==> src/rtl/pueo_mode1_pkg.sv <==
// Shared constants, error flag bit positions and FSM state type for the mode1 command processor.
package pueo_mode1_pkg;

   localparam logic [7:0] MODE1_OP_WRITE = 8'h01;
   localparam int         MODE1_PKT_LEN  = 8;
   localparam logic [2:0] MODE1_LAST_IDX = 3'(MODE1_PKT_LEN - 1);

   localparam int ERR_FRAMING  = 0;
   localparam int ERR_CHECKSUM = 1;
   localparam int ERR_OVERRUN  = 2;
   localparam int ERR_TIMEOUT  = 3;

   typedef enum logic [1:0] {
      ST_IDLE    = 2'd0,
      ST_COLLECT = 2'd1,
      ST_DISCARD = 2'd2,
      ST_WRITE   = 2'd3
   } mode1_state_t;

endpackage

==> src/rtl/pueo_mode1_cmdproc_if.sv <==
// Mode1 byte stream in and SURF register-write bus out, bundled for the command processor.
interface pueo_mode1_cmdproc_if #(
   parameter int ADDR_BITS = 16
);
   logic [7:0]           s_tdata;
   logic                 s_tvalid;
   logic                 s_tlast;
   logic                 s_tready;
   logic                 reg_wr_o;
   logic [ADDR_BITS-1:0] reg_addr_o;
   logic [31:0]          reg_wdata_o;
   logic                 reg_ack_i;

   modport slave (
      input  s_tdata, s_tvalid, s_tlast, reg_ack_i,
      output s_tready, reg_wr_o, reg_addr_o, reg_wdata_o
   );

   modport master (
      output s_tdata, s_tvalid, s_tlast, reg_ack_i,
      input  s_tready, reg_wr_o, reg_addr_o, reg_wdata_o
   );
endinterface

==> src/rtl/pueo_sat_counter.sv <==
// Saturating up-counter with async reset and synchronous clear (clear wins over increment).
module pueo_sat_counter #(
   parameter int WIDTH = 16
) (
   input  logic             clk,
   input  logic             rst,
   input  logic             clr,
   input  logic             inc,
   output logic [WIDTH-1:0] count_o
);
   logic [WIDTH-1:0] count_q, count_d;

   always_comb begin
      count_d = count_q;
      if (clr)
         count_d = '0;
      else if (inc && (count_q != '1))
         count_d = count_q + 1'b1;
   end

   always_ff @(posedge clk or posedge rst) begin
      if (rst)
         count_q <= '0;
      else
         count_q <= count_d;
   end

   assign count_o = count_q;
endmodule

==> src/rtl/pueo_mode1_cmdproc.sv <==
// Frames 8-byte mode1 packets, verifies checksum/opcode and issues one register write per good packet.
module pueo_mode1_cmdproc
   import pueo_mode1_pkg::*;
#(
   parameter int ADDR_BITS   = 16,
   parameter int ACK_TIMEOUT = 255,
   parameter     DEBUG       = "TRUE"
) (
   input  logic                 sysclk_i,
   input  logic                 rst_i,
   input  logic                 cmdproc_rst_i,
   pueo_mode1_cmdproc_if.slave  bus,
   output logic [15:0]          pkt_count_o,
   output logic [15:0]          err_count_o,
   output logic [3:0]           err_flags_o,
   output logic [1:0]           state_o
);
   localparam int TW = $clog2(ACK_TIMEOUT + 1);

   mode1_state_t         state_q, state_d;
   logic [2:0]           idx_q, idx_d;
   logic [7:0]           sum_q, sum_d, sum_total;
   logic [7:0]           pkt_byte [0:MODE1_PKT_LEN-2];
   logic [15:0]          addr_full;
   logic                 byte_v, pkt_end, pkt_ok, launch, wr_done, err_any;
   logic [3:0]           err_vec;
   logic                 wr_q, wr_d;
   logic [ADDR_BITS-1:0] addr_q, addr_d;
   logic [31:0]          wdata_q, wdata_d;
   logic [TW-1:0]        timer_q, timer_d;
   logic [3:0]           flags_q, flags_d;

   // Soft reset takes priority, so a byte landing in the same cycle is lost.
   assign byte_v = bus.s_tvalid && !cmdproc_rst_i;

   always_ff @(posedge sysclk_i or posedge rst_i) begin
      if (rst_i) begin
         state_q <= ST_IDLE;
         idx_q   <= '0;
         sum_q   <= '0;
      end else begin
         state_q <= state_d;
         idx_q   <= idx_d;
         sum_q   <= sum_d;
      end
   end

   always_comb begin
      state_d = state_q;
      idx_d   = idx_q;
      sum_d   = sum_q;
      if (cmdproc_rst_i) begin
         state_d = ST_IDLE;
         idx_d   = '0;
         sum_d   = '0;
      end else if (bus.s_tvalid) begin
         case (state_q)
            ST_IDLE: begin
               if (!bus.s_tlast) begin
                  state_d = ST_COLLECT;
                  idx_d   = 3'd1;
                  sum_d   = bus.s_tdata;
               end
            end
            ST_COLLECT: begin
               if (bus.s_tlast || (idx_q == MODE1_LAST_IDX)) begin
                  state_d = bus.s_tlast ? ST_IDLE : ST_DISCARD;
                  idx_d   = '0;
                  sum_d   = '0;
               end else begin
                  idx_d = idx_q + 3'd1;
                  sum_d = sum_q + bus.s_tdata;
               end
            end
            ST_DISCARD: begin
               if (bus.s_tlast)
                  state_d = ST_IDLE;
            end
            default: state_d = ST_IDLE;
         endcase
      end
   end

   always_comb begin
      sum_total = sum_q + bus.s_tdata;
      pkt_end   = byte_v && (state_q == ST_COLLECT) && (idx_q == MODE1_LAST_IDX) && bus.s_tlast;
      pkt_ok    = pkt_end && (sum_total == 8'h00) && (pkt_byte[0] == MODE1_OP_WRITE);
      launch    = pkt_ok && !wr_q;
      wr_done   = wr_q && bus.reg_ack_i && !cmdproc_rst_i;
      err_vec   = '0;
      err_vec[ERR_FRAMING]  = byte_v &&
                              (((state_q == ST_IDLE) && bus.s_tlast) ||
                               ((state_q == ST_COLLECT) && (bus.s_tlast ^ (idx_q == MODE1_LAST_IDX))));
      err_vec[ERR_CHECKSUM] = pkt_end && (sum_total != 8'h00);
      err_vec[ERR_OVERRUN]  = pkt_ok && wr_q;
      err_vec[ERR_TIMEOUT]  = wr_q && !bus.reg_ack_i && !cmdproc_rst_i &&
                              (timer_q == TW'(ACK_TIMEOUT - 1));
      err_any   = |err_vec;
   end

   generate
      for (genvar gi = 0; gi < MODE1_PKT_LEN - 1; gi++) begin : g_byte
         logic [7:0] b_q;
         always_ff @(posedge sysclk_i) begin
            if (byte_v && (state_q != ST_DISCARD) && (idx_q == 3'(gi)))
               b_q <= bus.s_tdata;
         end
         assign pkt_byte[gi] = b_q;
      end
   endgenerate

   assign addr_full = {pkt_byte[1], pkt_byte[2]};

   // The write side runs independently so the collector can frame the next packet meanwhile.
   always_comb begin
      wr_d    = wr_q;
      addr_d  = addr_q;
      wdata_d = wdata_q;
      timer_d = timer_q;
      flags_d = flags_q | err_vec;
      if (cmdproc_rst_i) begin
         wr_d    = 1'b0;
         addr_d  = '0;
         wdata_d = '0;
         timer_d = '0;
         flags_d = '0;
      end else if (launch) begin
         wr_d    = 1'b1;
         addr_d  = addr_full[ADDR_BITS-1:0];
         wdata_d = {pkt_byte[3], pkt_byte[4], pkt_byte[5], pkt_byte[6]};
         timer_d = '0;
      end else if (wr_q) begin
         if (bus.reg_ack_i || err_vec[ERR_TIMEOUT])
            wr_d = 1'b0;
         else
            timer_d = timer_q + 1'b1;
      end
   end

   always_ff @(posedge sysclk_i or posedge rst_i) begin
      if (rst_i) begin
         wr_q    <= 1'b0;
         addr_q  <= '0;
         wdata_q <= '0;
         timer_q <= '0;
         flags_q <= '0;
      end else begin
         wr_q    <= wr_d;
         addr_q  <= addr_d;
         wdata_q <= wdata_d;
         timer_q <= timer_d;
         flags_q <= flags_d;
      end
   end

   pueo_sat_counter #(.WIDTH(16)) u_pkt_cnt (
      .clk(sysclk_i), .rst(rst_i), .clr(cmdproc_rst_i), .inc(wr_done), .count_o(pkt_count_o)
   );

   pueo_sat_counter #(.WIDTH(16)) u_err_cnt (
      .clk(sysclk_i), .rst(rst_i), .clr(cmdproc_rst_i), .inc(err_any), .count_o(err_count_o)
   );

   generate
      if (DEBUG == "TRUE") begin : g_dbg
         assign state_o = ((state_q == ST_IDLE) && wr_q) ? ST_WRITE : state_q;
      end else begin : g_nodbg
         assign state_o = 2'd0;
      end
   endgenerate

   assign bus.s_tready    = 1'b1;
   assign bus.reg_wr_o    = wr_q;
   assign bus.reg_addr_o  = addr_q;
   assign bus.reg_wdata_o = wdata_q;
   assign err_flags_o     = flags_q;
endmodule

==> src/flat_wrapper.sv <==
// flat-port wrapper written by rule: the top's interface ports become plain ports
module pueo_mode1_cmdproc_flat import pueo_mode1_pkg::*;
#(
   parameter int ADDR_BITS   = 16,
   parameter int ACK_TIMEOUT = 255,
   parameter     DEBUG       = "    "
)
  (sysclk_i, rst_i, cmdproc_rst_i, pkt_count_o, err_count_o, err_flags_o, state_o, bus_s_tdata, bus_s_tvalid, bus_s_tlast, bus_reg_ack_i, bus_s_tready, bus_reg_wr_o, bus_reg_addr_o, bus_reg_wdata_o);
  pueo_mode1_cmdproc_if #(.ADDR_BITS(ADDR_BITS)) bus_i ();
  input  logic sysclk_i;
  input  logic rst_i;
  input  logic cmdproc_rst_i;
  output logic [15:0] pkt_count_o;
  output logic [15:0] err_count_o;
  output logic [3:0] err_flags_o;
  output logic [1:0] state_o;
  input wire logic [$bits(bus_i.s_tdata)-1:0] bus_s_tdata;
  input wire logic [$bits(bus_i.s_tvalid)-1:0] bus_s_tvalid;
  input wire logic [$bits(bus_i.s_tlast)-1:0] bus_s_tlast;
  input wire logic [$bits(bus_i.reg_ack_i)-1:0] bus_reg_ack_i;
  output wire logic [$bits(bus_i.s_tready)-1:0] bus_s_tready;
  output wire logic [$bits(bus_i.reg_wr_o)-1:0] bus_reg_wr_o;
  output wire logic [$bits(bus_i.reg_addr_o)-1:0] bus_reg_addr_o;
  output wire logic [$bits(bus_i.reg_wdata_o)-1:0] bus_reg_wdata_o;
  assign bus_i.s_tdata = bus_s_tdata;
  assign bus_i.s_tvalid = bus_s_tvalid;
  assign bus_i.s_tlast = bus_s_tlast;
  assign bus_i.reg_ack_i = bus_reg_ack_i;
  assign bus_s_tready = bus_i.s_tready;
  assign bus_reg_wr_o = bus_i.reg_wr_o;
  assign bus_reg_addr_o = bus_i.reg_addr_o;
  assign bus_reg_wdata_o = bus_i.reg_wdata_o;
  pueo_mode1_cmdproc #(.ADDR_BITS(ADDR_BITS), .ACK_TIMEOUT(ACK_TIMEOUT), .DEBUG(DEBUG)) u_core (.sysclk_i(sysclk_i), .rst_i(rst_i), .cmdproc_rst_i(cmdproc_rst_i), .bus(bus_i), .pkt_count_o(pkt_count_o), .err_count_o(err_count_o), .err_flags_o(err_flags_o), .state_o(state_o));
endmodule
==> config.mk <==
export PLATFORM = sky130hd
export DESIGN_NAME = pueo_mode1_cmdproc_flat
export DESIGN_NICKNAME = d
export VERILOG_FILES = /design/src/rtl/pueo_mode1_pkg.sv /design/src/rtl/pueo_mode1_cmdproc_if.sv /design/src/rtl/pueo_sat_counter.sv /design/src/rtl/pueo_mode1_cmdproc.sv /design/src/flat_wrapper.sv
export SDC_FILE = /design/constraint.sdc
export NUM_CORES = 1
export LEC_CHECK = 0
export ABC_AREA = 1
export BUFFER_PORTS_ARGS = -buffer_cell sky130_fd_sc_hd__buf_2
export CAP_MARGIN = 30
export CORE_MARGIN = 1
export CORE_UTILIZATION = 58
export DETAILED_ROUTE_END_ITERATION = 8
export PLACE_DENSITY_LB_ADDON = 0.1
export SLEW_MARGIN = 20
export SYNTH_ARGS = -nofsm -noshare
export SYNTH_HDL_FRONTEND = slang
export SYNTH_SLANG_ARGS = --single-unit
==> constraint.sdc <==
create_clock -name sysclk_i -period 5 [get_ports sysclk_i]
set_input_delay 1 -clock sysclk_i [delete_from_list [all_inputs] [get_ports sysclk_i]]
set_output_delay 1 -clock sysclk_i [all_outputs]
set_load 0.03 [all_outputs]
# --- After elaboration in Yosys (flattened, before gate mapping) ---
# Cells that the tools add are included.
# Widths: inputs -> output; s select.
classes:
  add_sub_neg: 5
  n_mul: 0
  div: 0
  magnitude_cmp: 0
  eq_ne: 18
  n_shift: 0
  muxes: 34
  n_bitwise: 2
  reduce_logical: 47
op_table:
  columns: ["cell", "count"]
  rows:
  - ["$mux 16", 6]
  - ["$mux 32", 2]
  - ["$mux 8", 8]
  - ["$add 16x1->16 const B", 2]
  - ["$ne 16x16->1 const B", 2]
  - ["$logic_and 1x1->1", 27]
  - ["$pmux 8 s2", 1]
  - ["$eq 3x3->1 const B", 4]
  - ["$mux 2", 6]
  - ["$mux 3", 4]
  - ["$add 8x1->8 const B", 1]
  - ["$add 8x8->8", 1]
  - ["$eq 8x1->1 const B", 1]
  - ["$eq 8x8->1 const B", 1]
  - ["$logic_not 8->1", 1]
  - ["$reduce_bool 2->1", 4]
  - ["$reduce_bool 8->1", 1]
  - ["$eq 3x2->1 const B", 2]
  - ["$ne 3x2->1 const B", 2]
  - ["$ne 3x3->1 const B", 2]
  - ["$pmux 2 s3", 1]
  - ["$pmux 3 s2", 1]
  - ["$reduce_bool 3->1", 2]
  - ["$mux 1", 4]
  - ["16 further kinds", 20]
totals:
  reg_bits: 162
  latchBits: 0
  ram_bits: 0
  romBits: 0
  inputBits: 14
  output_inout_bits: 88
  wordCells: 123
  mem_count: 0

# --- Longest topological paths before layout ---
depth:
  word_depth: 12
  depth_mapped: 16
  depth_no_buf: 15

# --- Cells and area by module ---
# A second synthesis with hierarchy kept.
unflattened:
  cells_unflattened: 838
  hier_area_um2: 7609.8
by_module_without_submodules:
  columns: ["mod", "n_inst", "cells_per_inst", "area_each_um2", "seq_area_each_um2"]
  rows:
  - ["pueo_mode1_cmdproc", 1, 520, 5442.7, 3533.4]
  - ["pueo_sat_counter", 2, 159, 1083.5, 400.4]

# --- Worst setup path before layout ---
# No wires, ideal clock.
synth_timing:
  path_kind: "input -> register"
  start: "input port bus_s_tdata[0]"
  end: "register u_core.u_err_cnt.count_q[12], in the netlist u_core.u_err_cnt.count_o[12]"
  setup_ns: 0.119
  t_arrival_ns: 2.862
  required_ns: 4.881
  path_slack_ns: 2.020
  path_stages: 14
  path_buffers: 1
  path_cell_list: "ha_1 fa_1 or2_0 nor2_1 nand3_1 nor2_2 nand2_2 nor2_4 nand3_2 nand3_4 nand2_4 buf_8 nand3_2 nand2_1"
synth_between:
  elab_chain_len: 8
  word_cells_on_any_way: 10
  classes_between: "add/sub (1); reduce/logical (9)"
synth_lines:
  columns: ["element", "line_no", "source"]
  rows:
  - ["from (decl)", "flat_wrapper.sv:17", "input wire logic [$bits(bus_i.s_tdata)-1:0] bus_s_tdata;"]
  - ["$add 8x8->8 *", "pueo_mode1_cmdproc.sv:85", "sum_total = sum_q + bus.s_tdata;"]
  - ["$logic_not 8->1", "pueo_mode1_cmdproc.sv:87", "pkt_ok = pkt_end && (sum_total == 8'h00) && (pkt_byte[0] == MODE1_OP_WRITE);"]
  - ["$logic_and 1x1->1 (2 in a row)", "pueo_mode1_cmdproc.sv:87", null]
  - ["$logic_and 1x1->1", "pueo_mode1_cmdproc.sv:95", "err_vec[ERR_OVERRUN] = pkt_ok && wr_q;"]
  - ["$reduce_or 4->1 *", "pueo_mode1_cmdproc.sv:98", "err_any = |err_vec;"]
  - ["$logic_and 1x1->1 *", "pueo_sat_counter.sv:17", "else if (inc && (count_q != '1))"]
  - ["$reduce_bool 2->1 (no line) *", null, null]
  - ["to (signal assigned)", "pueo_sat_counter.sv:25", "count_q <= count_d;"]
  - ["to (decl)", "pueo_sat_counter.sv:11", "logic [WIDTH-1:0] count_q, count_d;"]
# Every way passes the cells marked *; elsewhere a longest branch is shown, timed or not.
# A chain may end at the register's enable or synchronous reset.

# --- Final worst setup path ---
layout_timing:
  start: "input port bus_s_tdata[0]"
  end: "register u_core.timer_q[7]"
layout_between:
  elab_chain_len: 7
  word_cells_on_any_way: 10
  classes_between: "add/sub (1); eq/ne (1); mux (2); reduce/logical (6)"
layout_lines:
  columns: ["element", "line_no", "source"]
  rows:
  - ["$add 8x8->8 *", "pueo_mode1_cmdproc.sv:85", null]
  - ["$logic_not 8->1 *", "pueo_mode1_cmdproc.sv:87", null]
  - ["$logic_and 1x1->1 * (2 in a row)", "pueo_mode1_cmdproc.sv:87", null]
  - ["$logic_and 1x1->1 *", "pueo_mode1_cmdproc.sv:88", "launch = pkt_ok && !wr_q;"]
  - ["$ne 3x2->1 (no line) (tied with other cells)", null, null]
  - ["$reduce_and 2->1 (no line) / $mux 8 (equally long branches)", null, null]
  - ["to (signal assigned)", "pueo_mode1_cmdproc.sv:151", "timer_q <= timer_d;"]
  - ["to (decl)", "pueo_mode1_cmdproc.sv:30", "logic [TW-1:0] timer_q, timer_d;"]
# Marked as above.

==> implementation parameters <==
Parameter                              Value

Global routing
  Global-route congestion overflow total    0
  Gr usage total    0.2559
  Number of antenna violations at the first check in global routing    0
  First-pass GRT wire length    26,370 um
  Largest net degree at the start of global routing    99
  Vias in the first global route    5,289

STA
  Total setup violations reported at the end of the flow    0
  Unrepaired setup endpoints after global routing    no
  Fin Clk Skew    0.01249 ns
  Relative slew slack    0.3915
  Maximum clock frequency    299.6 MHz
  Sum Neg Setup Slack    0 ns
  Final cycle utilization of the critical path    0.6676
  Slew of the pin with the lowest slew margin    0.9128 ns
  Hold slack    0.4882 ns
  Tmin final    3.338 ns
  Number of endpoints with negative hold slack in the final report    0
  Count of pins over their slew limit    0

Synthesis
  Cell type contributing the most total cell area after synthesis    dfrtp_1
  Cell types occupying the most area after synthesis    dfrtp_1 (35%), edfxtp_1 (22%), nand3_1 (5.9%)
  Number of warnings issued by yosys    0
  Most used standard cell by instance count after synthesis    inv_1
  Post-synthesis cell area    7607 sq um
  Post-synthesis cell type count    48
  Synthesized area per cell    9.666 sq um
  Count of flip-flops with a built-in enable after synthesis    56
  Number of storage elements in the synthesis netlist    162
  Sequential area share after synthesis    0.5697
  Post-synthesis cell count    787
  Proportion of netlist area held by the largest area contributor    0.3487
  Primary FF master, synth    dfrtp_1
  Share of synthesized registers carrying an async set or reset    0.6543
  Commonest cells in the synthesized netlist    inv_1 (116), dfrtp_1 (106), nand2_1 (105)

Final layout
  # diodes    0
  Relative area change from synthesis to final layout    15.95%
  Filler cell count    1,034
  Non-filler cells in the finished layout    1,069
  Net count, final    917
  Fraction of layout cells with a size suffix above 1    0.1962

Floorplan
  Die footprint    13,580 sq um
  Die width    116.5 um
  Initial standard-cell utilization of the core    0.5980
  Core box area    12,720 sq um
  Height of the chip    116.5 um
  Core Rows    41
  Number of ports placed on the die boundary    102

Clock network
  Post-CTS clock slew at the launch and capture registers of the worst setup and hold paths    0.07 ns
  Number of buffers added by the clock tree synthesis step    17
  Total of hold buffers inserted after clock tree synthesis    0
  Buffer levels on the longest clock path    2
  Number of resized instances in the post-cts repair step    0
  H-Tree Depth    4
  Clock insertion delay at the later pin of the skew report    0.42 ns
  Sinks on Clock Net    162
  Clock tree from TritonCTS    yes
  Root Buffer Master    clkbuf_16
  Post-CTS Repair Setup Buffers    0

Place
  Detailed placement HPWL    11,380 um
  Port-buffer cells    98
  Global placer's final weighted congestion    0.8894
  Cells after DPL    1,035

Drt
  DRC    0
  Routed length per instance    15.65 um
  Total via count after detailed routing    5,848
  Post-DR vias/cell    5.471
  First-pass DRT Iterations    5
  Detailed Route WL    16,730 um
  DRC violation total after the first TritonRoute iteration    509
  Remaining antenna violation count    0

Critical path
  Largest driver fanout on the critical path    98
  Kind of start point of the critical path    primary input
  Internal reg-to-reg setup slack    2.03 ns
  Required time at the endpoint of the critical path    5.34 ns
  Number of cells on the worst reg-to-reg path    12
  Type of the worst setup path    in -> reg
  Category of the worst setup path capture point    register
  Worst r2r src    u_core.sum_q[0]
  Arrival time reported for the critical path endpoint    3.67 ns
  Endpoint of the most critical register-to-register path    u_core.timer_q[7]

Power
  Total power draw    0.003014 W
  PwrDens    341.7 nW/um^2
  Leakage    4.282 nW
  Highest ir drop seen on vdd    0.2199 mV

Min path
  Endpoint, Worst Hold    u_core.err_flags_o[0]
  Hold-critical path depth    2
  Path class of the lowest-slack min-delay path    reg -> reg
  Worst Min Path Start    u_core.err_flags_o[0]

Outcome
  Result of the run    complete, no violations

Flow run
  Number of max-cap violations    0
==> worst max-delay path, stage by stage <==
cell and delay (ns):
buf_2 0.16, ha_1 0.24, fa_1 0.52, or2_0 0.14
nor2_1 0.06, nand3_1 0.09, nor2_2 0.05, nand2_2 0.11
nor2_4 0.05, nand3_2 0.05, buf_4 0.67, nand2_2 0.27
nor3_1 0.25
==> through the flow <==
stage          instance area (sq um)    util  setup slack, ns
3_3_place_gp                    8177  0.6427            1.302
4_1_cts                         8788  0.6908            1.656
5_1_grt                         8821  0.6934            1.362
3_5_place_dp                    8222  0.6462            1.199
6_report                        8821  0.6934            1.662
2_1_floorplan                   7611       -            1.211
==> registers in the layout, indices dropped and copies added, names as in the netlist <==
| register | cells |
|---|---|
| u_core.bus.reg_wdata_o | 32 |
| u_core.idx_q | 3 |
| u_core.timer_q | 8 |
| u_core.sum_q | 8 |
| u_core.bus.reg_addr_o | 16 |
| u_core.u_err_cnt.count_o | 16 |
| u_core.bus.reg_wr_o | 1 |
| u_core.err_flags_o | 4 |
| u_core.u_pkt_cnt.count_o | 16 |
| u_core.state_q | 2 |
| u_core.g_byte.b_q | 56 |
==> report_power, final <==
group / internal, W / switching, W / leakage [nW]
Clock: 0.000679 / 0.000545 / 0.276
Combinational: 0.000101 / 0.000249 / 2.03
Sequential: 0.00141 / 0.0000265 / 1.98
==> layer usage <==
| layer | track usage | vias to the layer above | share of wire |
|---|---|---|---|
| met1 | 0.3595 | 2826 | 0.48 |
| li1 | - | 2840 | - |
| met3 | 0.04982 | 22 | 0.043 |
| met2 | 0.3964 | 160 | 0.47 |
| met4 | 0.09487 | 0 | 0.015 |
| met5 | 0 | - | 0 |
==> cell families (layout without fill, tap and decap cells) <==
kind of cell,after synthesis,in the layout,synth area share
buffers and inverters,148,257,0.08043
xor gates and xnor gates,22,22,0.02533
muxes,1,1,0.001480
other,2,3,0.0009872
and+or+nand+nor,336,336,0.2202
adders and majority gates,19,19,0.03224
AOI/OAI and AO/OA,97,97,0.06957
DFF,162,162,0.5697
==> area by class of cell <==
cell class | count | area (sq um) | area share
sequential | 162 | 4334 | 0.4913
multi-input combinational | 478 | 2685 | 0.3044
timing repair buffer | 106 | 570.5 | 0.06468
clock buffer | 18 | 450.4 | 0.05106
inverter | 119 | 449.2 | 0.05092
tap | 172 | 215.2 | 0.02440
clock inverter | 14 | 116.4 | 0.01319
==> layout by cell type (no fill, tap or decap), types with 15 or more instances in the layout <==
cell and count:
inv_1 115, dfrtp_1 106, nand2_1 105, buf_2 100
nand3_1 90, edfxtp_1 56, nor2_1 52, o21ai_1 50
nand4_1 25, o21ai_0 22, nor3_1 19, xor2_1 18
ha_1 18, clkbuf_16 18, a21oi_1 15
==> worst max path at each step <==
stage,start,endpoint,depth (start not counted)
global route,bus_s_tdata[0],u_core.timer_q[7],15
floorplan,rst_i,u_core.bus.reg_addr_o[0],1
finish,bus_s_tdata[0],u_core.timer_q[7],13
detailed placement,bus_s_tdata[0],u_core.timer_q[7],15
CTS,bus_s_tdata[0],u_core.timer_q[7],13
global placement,bus_s_tdata[0],u_core.timer_q[7],15
Note: power is estimated with default switching activity, not from simulation.
